[config.mk]
export PLATFORM = sky130hd
export DESIGN_NAME = barrett_mm_seq
export DESIGN_NICKNAME = d
export VERILOG_FILES = /design/src/rtl/barrett_pkg.sv /design/src/rtl/barrett_step.sv /design/src/rtl/barrett_mm_seq.sv
export SDC_FILE = /design/constraint.sdc
export NUM_CORES = 1
export LEC_CHECK = 0
export BUFFER_PORTS_ARGS = -buffer_cell sky130_fd_sc_hd__buf_4
export CAP_MARGIN = 5
export CORE_ASPECT_RATIO = 1.5
export CORE_MARGIN = 1.5
export CORE_UTILIZATION = 30
export CTS_CLUSTER_DIAMETER = 120
export DETAILED_ROUTE_END_ITERATION = 10
export GPL_TIMING_DRIVEN = 1
export SLEW_MARGIN = 20
export SYNTH_ARGS = -nofsm -noshare
export SYNTH_HDL_FRONTEND = slang
export SYNTH_HIERARCHICAL = 1
export SYNTH_SLANG_ARGS = --single-unit
[constraint.sdc]
create_clock -name CLK -period 36.2 [get_ports CLK]
set_input_delay 0 -clock CLK [delete_from_list [all_inputs] [get_ports CLK]]
set_output_delay 0 -clock CLK [all_outputs]
set_load 0.02 [all_outputs]
[src/rtl/barrett_pkg.sv]
// Shared definitions for the sequential Barrett modular multiplier:
// FSM state encoding and elaboration-time sizing helpers.
package barrett_pkg;

  typedef enum logic [1:0] {
    ST_IDLE = 2'd0,
    ST_ITER = 2'd1,
    ST_CORR = 2'd2,
    ST_DONE = 2'd3
  } state_t;

  // Number of radix-2^W digits needed to cover an n-bit operand.
  function automatic int ceil_div(input int a, input int b);
    return (a + b - 1) / b;
  endfunction

  // Digit counter width; kept at least one bit so K = 1 still has a counter.
  function automatic int cnt_width(input int k);
    return (k > 1) ? $clog2(k) : 1;
  endfunction

endpackage

[src/rtl/barrett_step.sv]
// One Barrett digit step: T = Z*2^W + X*y, q = estimated floor(T/M),
// Z_next = T - q*M (lands in [0, 4M) because q undershoots by at most 3).
module barrett_step #(
  parameter int N = 8,
  parameter int W = 4
) (
  input  logic [N+1:0] i_z,
  input  logic [N-1:0] i_x,
  input  logic [W-1:0] i_y,
  input  logic [N-1:0] i_m,
  input  logic [W+3:0] i_mu,
  output logic [W+2:0] o_q,
  output logic [N+1:0] o_z_next
);

  localparam int TW = N + W + 3;
  localparam int HW = W + 4;
  localparam int PW = 2 * W + 8;
  localparam int QW = W + 3;
  localparam int ZW = N + 2;

  logic [TW-1:0] w_t;
  logic [TW-1:0] w_qm;
  logic [HW-1:0] w_t_hi;
  logic [PW-1:0] w_prod;
  logic [QW-1:0] w_q;

  assign w_t    = (TW'(i_z) << W) + TW'(i_x) * TW'(i_y);
  // Only the top bits of T feed the quotient estimate; the truncation is
  // what bounds the undershoot.
  assign w_t_hi = HW'(w_t >> (N - 1));
  assign w_prod = PW'(w_t_hi) * PW'(i_mu);
  assign w_q    = QW'(w_prod >> (W + 3));
  assign w_qm   = TW'(w_q) * TW'(i_m);

  assign o_q      = w_q;
  assign o_z_next = ZW'(w_t - w_qm);

endmodule

[src/rtl/barrett_mm_seq.sv]
// Sequential Barrett modular multiplier: consumes Y one radix-2^W digit per
// cycle (MSD first), then subtracts M until the partial result is reduced.
module barrett_mm_seq
  import barrett_pkg::*;
#(
  parameter int N = 8,
  parameter int W = 4
) (
  input  logic           CLK,
  input  logic           RST,
  input  logic           start,
  input  logic [N-1:0]   X,
  input  logic [N-1:0]   Y,
  input  logic [N-1:0]   M,
  input  logic [W+3:0]   mu,
  output logic           busy,
  output logic           done,
  output logic           err,
  output logic [N-1:0]   Z_OUT,
  output logic [W+2:0]   q_i
);

  localparam int K     = ceil_div(N, W);
  localparam int KW    = K * W;
  localparam int CNT_W = cnt_width(K);
  localparam int ZW    = N + 2;

  state_t            r_state;
  state_t            w_state_next;
  logic [N-1:0]      r_x;
  logic [KW-1:0]     r_y;
  logic [N-1:0]      r_m;
  logic [W+3:0]      r_mu;
  logic [ZW-1:0]     r_z;
  logic [CNT_W-1:0]  r_cnt;
  logic [N-1:0]      r_zout;
  logic [W+2:0]      r_q;
  logic              r_err;

  logic              w_bad;
  logic              w_z_ge_m;
  logic              w_last;
  logic [W-1:0]      w_y_dig;
  logic [W-1:0]      w_digits [K];
  logic [W+2:0]      w_q;
  logic [ZW-1:0]     w_z_next;

  for (genvar gi = 0; gi < K; gi++) begin : g_digit
    assign w_digits[gi] = r_y[gi*W +: W];
  end

  assign w_y_dig  = w_digits[r_cnt];
  assign w_bad    = ~M[N-1] | (X >= M) | (Y >= M);
  assign w_z_ge_m = (r_z >= {2'b00, r_m});
  assign w_last   = (r_cnt == '0);

  barrett_step #(
    .N (N),
    .W (W)
  ) u_step (
    .i_z      (r_z),
    .i_x      (r_x),
    .i_y      (w_y_dig),
    .i_m      (r_m),
    .i_mu     (r_mu),
    .o_q      (w_q),
    .o_z_next (w_z_next)
  );

  always_ff @(posedge CLK or posedge RST) begin
    if (RST) begin
      r_state <= ST_IDLE;
    end else begin
      r_state <= w_state_next;
    end
  end

  always_comb begin
    w_state_next = r_state;
    case (r_state)
      ST_IDLE: begin
        if (start) begin
          w_state_next = w_bad ? ST_DONE : ST_ITER;
        end
      end
      ST_ITER: begin
        if (w_last) begin
          w_state_next = ST_CORR;
        end
      end
      ST_CORR: begin
        if (!w_z_ge_m) begin
          w_state_next = ST_DONE;
        end
      end
      ST_DONE: begin
        w_state_next = ST_IDLE;
      end
      default: begin
        w_state_next = ST_IDLE;
      end
    endcase
  end

  always_ff @(posedge CLK or posedge RST) begin
    if (RST) begin
      r_x    <= '0;
      r_y    <= '0;
      r_m    <= '0;
      r_mu   <= '0;
      r_z    <= '0;
      r_cnt  <= '0;
      r_zout <= '0;
      r_q    <= '0;
      r_err  <= 1'b0;
    end else begin
      case (r_state)
        ST_IDLE: begin
          if (start) begin
            r_x   <= X;
            r_y   <= KW'(Y);
            r_m   <= M;
            r_mu  <= mu;
            r_z   <= '0;
            r_cnt <= CNT_W'(K - 1);
            r_err <= w_bad;
            // Illegal operands skip the datapath entirely and report zero.
            if (w_bad) begin
              r_zout <= '0;
            end
          end
        end
        ST_ITER: begin
          r_z <= w_z_next;
          r_q <= w_q;
          if (!w_last) begin
            r_cnt <= r_cnt - 1'b1;
          end
        end
        ST_CORR: begin
          if (w_z_ge_m) begin
            r_z <= r_z - {2'b00, r_m};
          end else begin
            r_zout <= r_z[N-1:0];
          end
        end
        default: begin
        end
      endcase
    end
  end

  assign busy  = (r_state != ST_IDLE);
  assign done  = (r_state == ST_DONE);
  assign err   = r_err;
  assign Z_OUT = r_zout;
  assign q_i   = r_q;

endmodule

# Word-level counts from Yosys, hierarchy flattened
# Index checks and enable logic that the tools add are counted.
[word_totals]
regBits = 61
in_bits = 35
out_inout_bits = 18
wordCells = 61
[op_classes]
addsub = 4
mul = 3
order_cmp = 4
eq_ne = 8
muxes = 18
bitwise_logic = 4
reduce_logical = 10
[op_table]
columns = ["cell", "n"]
rows = [
  ["$pmux W10 S3", 1],
  ["$mux W8", 3],
  ["$mux W10", 2],
  ["$ge A8 B8 Y1", 2],
  ["$pmux W8 S2", 1],
  ["$add A14 B12 Y15", 1],
  ["$mul A8 B8 Y14", 1],
  ["$mul A8 B4 Y12", 1],
  ["$mux W4", 3],
  ["$ge A10 B8 Y1", 1],
  ["$mul A7 B8 Y10", 1],
  ["$ne A2 B2 Y1 const B", 5],
  ["$sub A10 B10 Y10", 1],
  ["$sub A10 B8 Y10", 1],
  ["$mux W2", 4],
  ["$pmux W2 S4", 1],
  ["$reduce_and A3 Y1", 2],
  ["$reduce_bool A2 Y1", 3],
  ["$eq A2 B2 Y1 const B", 2],
  ["$reduce_and A2 Y1", 2],
  ["$reduce_and A4 Y1", 1],
  ["$reduce_bool A3 Y1", 1],
  ["$eq A2 B1 Y1 const B", 1],
  ["$ge A2 B2 Y1 const B", 1],
  ["7 further kinds", 9],
]

# Depth between registers and ports, before layout
[depth]
word_depth = 10
mapped_depth = 52
ltp_nobuf = 51

# Hierarchy
# Netlist, hierarchy kept.
[by_module_without_submodules]
columns = ["module", "n_inst", "cells_per_inst", "area_per_inst_um2", "seq_area_each_um2"]
rows = [
  ["barrett_step", 1, 557, 4814.6, 0.0],
  ["barrett_mm_seq", 1, 313, 3402.0, 1526.5],
]

# Least setup slack after synthesis
# Ideal clock, no wire load.
[synth_path]
kind = "register to register"
start = "register r_cnt"
end = "register r_z[9]"
setup_time_ns = 0.124
t_arrival_ns = 11.849
path_slack_ns = 24.227
path_stages_with_launch = 48
path_buffers = 1
synth_period_minus_slack_ns = 11.973
path_cell_list = "dfrtp_1 -> clkbuf_1 -> mux2_2 -> and2_1 -> fa_1 -> fa_1 -> fa_1 -> fa_1 -> a211oi_2 -> o21ai_2 -> a21o_1 -> a21oi_2 -> xnor2_1 -> and2_1 -> fa_1 -> inv_1 -> fa_1 -> inv_1 -> [12 not listed] -> fa_1 -> fa_1 -> fa_1 -> inv_1 -> fa_1 -> inv_1 -> ha_1 -> and2_1 -> o21ai_0 -> o21ai_1 -> o21ai_1 -> nand2b_1 -> xnor3_1 -> xor2_1 -> xnor2_1 -> nand2_1 -> nand2_1 -> o31a_1"
[synth_via]
elab_chain_cells = 10
[synth_lines]
columns = ["element", "line", "text"]
rows = [
  ["start: declaration", "barrett_mm_seq.sv:35", "logic [CNT_W-1:0] r_cnt;"],
  ["start signal: assignment", "barrett_mm_seq.sv:125", "r_cnt <= CNT_W'(K - 1);"],
  ["start signal: assignment", "barrett_mm_seq.sv:137", "r_cnt <= r_cnt - 1'b1;"],
  ["$not A1 Y2 (not written as such)", "barrett_mm_seq.sv:52", "assign w_y_dig = w_digits[r_cnt];"],
  ["$mux W4 (not written as such) (3 in a row)", "barrett_mm_seq.sv:52", ""],
  ["net w_y_dig[1]", "barrett_mm_seq.sv:43", "logic [W-1:0] w_y_dig;"],
  ["$mul A8 B4 Y12", "barrett_step.sv:28", "assign w_t = (TW'(i_z) << W) + TW'(i_x) * TW'(i_y);"],
  ["$add A14 B12 Y15", "barrett_step.sv:28", ""],
  ["$mul A8 B8 Y14", "barrett_step.sv:32", "assign w_prod = PW'(w_t_hi) * PW'(i_mu);"],
  ["net w_q[6]", "barrett_mm_seq.sv:45", "logic [W+2:0] w_q;"],
  ["$mul A7 B8 Y10", "barrett_step.sv:34", "assign w_qm = TW'(w_q) * TW'(i_m);"],
  ["$sub A10 B10 Y10", "barrett_step.sv:37", "assign o_z_next = ZW'(w_t - w_qm);"],
  ["net w_z_next[9]", "barrett_mm_seq.sv:46", "logic [ZW-1:0] w_z_next;"],
  ["$pmux W10 S3", "barrett_mm_seq.sv:117", "case (r_state)"],
  ["end signal: assignment", "barrett_mm_seq.sv:134", "r_z <= w_z_next;"],
  ["end signal: assignment", "barrett_mm_seq.sv:142", "r_z <= r_z - {2'b00, r_m};"],
  ["end: declaration", "barrett_mm_seq.sv:34", "logic [ZW-1:0] r_z;"],
]
# The timed path passes the listed nets, and every way through them passes these cells. The select of a mux whose other input is x is not followed.
# A chain may end at the register's enable or synchronous reset.

# Worst setup path after layout
# Ends and elaborated chain as after synthesis.

==> results_dict.tcl <==
set metrics [dict create \
    status "completed" \
    cts_hold_buf 28 \
    final_common_cell "inv_1" \
    cts_root_buf "clkbuf_16" \
    fp.dieH_um 206 \
    cap_violations 0 \
    start_util_pct 30.3 \
    p_per_area_mw_per_mm2 17.9 \
    cts-htree-levels 3 \
    cp-end-kind "register" \
    io_pins 53 \
    vias_per_cell 4.81 \
    hold_start "M[6]" \
    grt_busiest_layer "met2" \
    fp-row-count 74 \
    ys_seq_elements 61 \
    routed_wl_um 20600 \
    grtUsageMet3_pct 1.49 \
    grt_pass1_wl_um 33600 \
    antenna_found_initial 0 \
    place_hpwl_um 16400 \
    core_area_mm2 0.0271 \
    ctsResizeCount 0 \
    cp_common_cell "fa_1" \
    fin_skew_ns 0.00492 \
    min_period_over_period_pct 36.0 \
    fmax_mhz 76.8 \
    grtUsageMet2_pct 28.8 \
    cts_buffer_depth 2 \
    whs_endpoint "r_m[6]" \
    syn-num-nets 1082 \
    drtIter0Drc 206 \
    ant_nets 0 \
    netlist_area_mm2 0.00822 \
    diodes 0 \
    yosysSeqAreaShare_pct 18.6 \
    relSlewSlack_pct 40.2 \
    vias 6245 \
    rrSetupSlack_ns 23.18 \
    vdd_drop_max_mv 0.0233 \
    synthFlopType "dfrtp_1" \
    grt_use_met1_pct 16.0 \
    period_needed_ns 13.02 \
    mostFrequentLayoutCells "150 x inv_1, 103 x and2_1, 95 x ha_1, 82 x fa_1, 80 x nand2_1" \
    reg2reg_depth 46 \
    worstSkewPairLatency_ns 0.35 \
    gp_congestion 0.835 \
    num-nets-final 1162 \
    die_x_um 138 \
    cts_setup_buffers 0 \
    grt_overflow 0 \
    ys_types 65 \
    rsz0062_at_grt "no" \
    min_path_cells 3 \
    grt_usage_pct 15.0 \
    drtPass1Iterations 4 \
    first_global_vias 6606 \
    tns_ns 0 \
    leakagePower_nw 4.94 \
    synthArstFlopShare_pct 100 \
    r2r-start "r_cnt" \
    netlist_instances 870 \
    slowest_stage "a21boi_0" \
    setup_viol 0 \
    r2r-end "r_z[9]" \
    finish.utilization_pct 35.2 \
    route.detailed.drc 0 \
    path_clk_slew_ns 0.06 \
    cts_tree "built" \
    grt_max_degree 62 \
    worst_pin_slew_ns 0.897 \
    drv_slew 0 \
    cp-start-kind "register" \
    cts_sinks 61 \
    numPortBuffers 52 \
    syn_to_final_growth_pct 16.3 \
    yosysWarnings 6 \
    syn_area_per_cell_um2 9.44 \
    worstPathMaxFanout 8 \
    dieArea_mm2 0.0284 \
    cts_buffers 9 \
    required_ns 36.43 \
    crit_arrival_ns 13.25 \
    crit_type "reg -> reg" \
    hold_viol 0 \
    worstHoldPathType "in -> reg" \
    avgRoutedWirePerCell_um 15.9 \
    critPathMaxStageDelay_ns 0.64 \
    synth_edf_count 0 \
    drive_above_1_share_pct 13.5 \
]
## metrics by stage
step	std cells	worst slack, ns	instance area [µm²]	power, mW	hold WS [ns]
2_1_floorplan	870	24.23	8220	0.0735	0.151
3_3_place_gp	1253	23.41	8970	0.0783	0.232
3_5_place_dp	1253	23.19	8970	0.0785	0.237
4_1_cts	1297	23.14	9560	0.173	0.0139
5_1_grt	1297	22.37	9560	0.177	0.0383
6_report	1297	23.18	9560	0.171	0.0111
## cell type report
cell class | count | area (µm²)
clock buffer | 9 | 225
clock inverter | 7 | 81.3
fill | 2766 | 17600
inverter | 151 | 567
multi-input combinational | 645 | 6040
sequential | 61 | 1530
tap | 342 | 428
timing repair buffer | 82 | 686
## where the power goes
group / leakage [nW] / internal [mW] / switching [mW]
registers: 0.806 / 0.0682 / 0
logic: 3.99 / 0.00609 / 0.00520
clock network: 0.147 / 0.0543 / 0.0372
## synthesized netlist by cell type, drive strengths merged (8+ instances only)
master / count / area [µm²]
a211oi: 17 / 150
a21oi: 17 / 88.8
and2: 103 / 644
dfrtp: 61 / 1530
fa: 82 / 1640
ha: 95 / 1190
inv: 151 / 567
mux2: 37 / 417
mux2i: 14 / 140
nand2: 80 / 300
nand2b: 13 / 81.3
nand3: 8 / 40.0
nor2: 22 / 85.1
nor3: 8 / 40.0
o21ai: 34 / 178
o31ai: 9 / 81.3
xnor2: 22 / 193
xor2: 12 / 113
## worst max path at each step
stage                      from  endpoint  cells past startpoint
final                     r_cnt    r_z[9]                     46
after global routing      r_cnt    r_z[9]                     46
after detailed placement  r_cnt    r_z[9]                     46
after global placement    r_cnt    r_z[9]                     47
after CTS                 r_cnt    r_z[9]                     46
after floorplan           r_cnt    r_z[9]                     47
## worst max-delay path: cells and delay by family, from the launching register on
kind	cells	cell delay [ns]
compound gates	12	2.59
flops	1	0.48
xor+xnor	4	1.11
fa+ha+maj	14	6.58
mux	1	0.43
simple gates	9	1.40
buf+inv	6	0.29
## state kept, by name, summed over array words and instances, names as in the netlist
| register | count |
|---|---|
| r_x | 8 |
| r_z | 10 |
| r_cnt | 1 |
| err | 1 |
| q_i | 7 |
| r_mu | 8 |
| Z_OUT | 8 |
| r_m | 8 |
| r_y | 8 |
| r_state | 2 |
## metal layers
layer / part of all wire, % / wire length (µm)
met5: 0 / 0
met4: 4.1 / 843
met3: 2.5 / 504
met2: 55 / 11300
met1: 39 / 7920
## logic make-up (layout without fill, tap and decap cells)
logic type	Yosys count	in the layout	synth area share (%)
mux	51	51	6.78
fa+ha+maj	177	177	34.4
compound gates	118	118	10.7
xor+xnor	37	37	4.55
simple gates	262	262	17.1
buf+inv	164	249	7.86
flops	61	61	18.6
No activity file was read; power rests on OpenSTA's default activity.
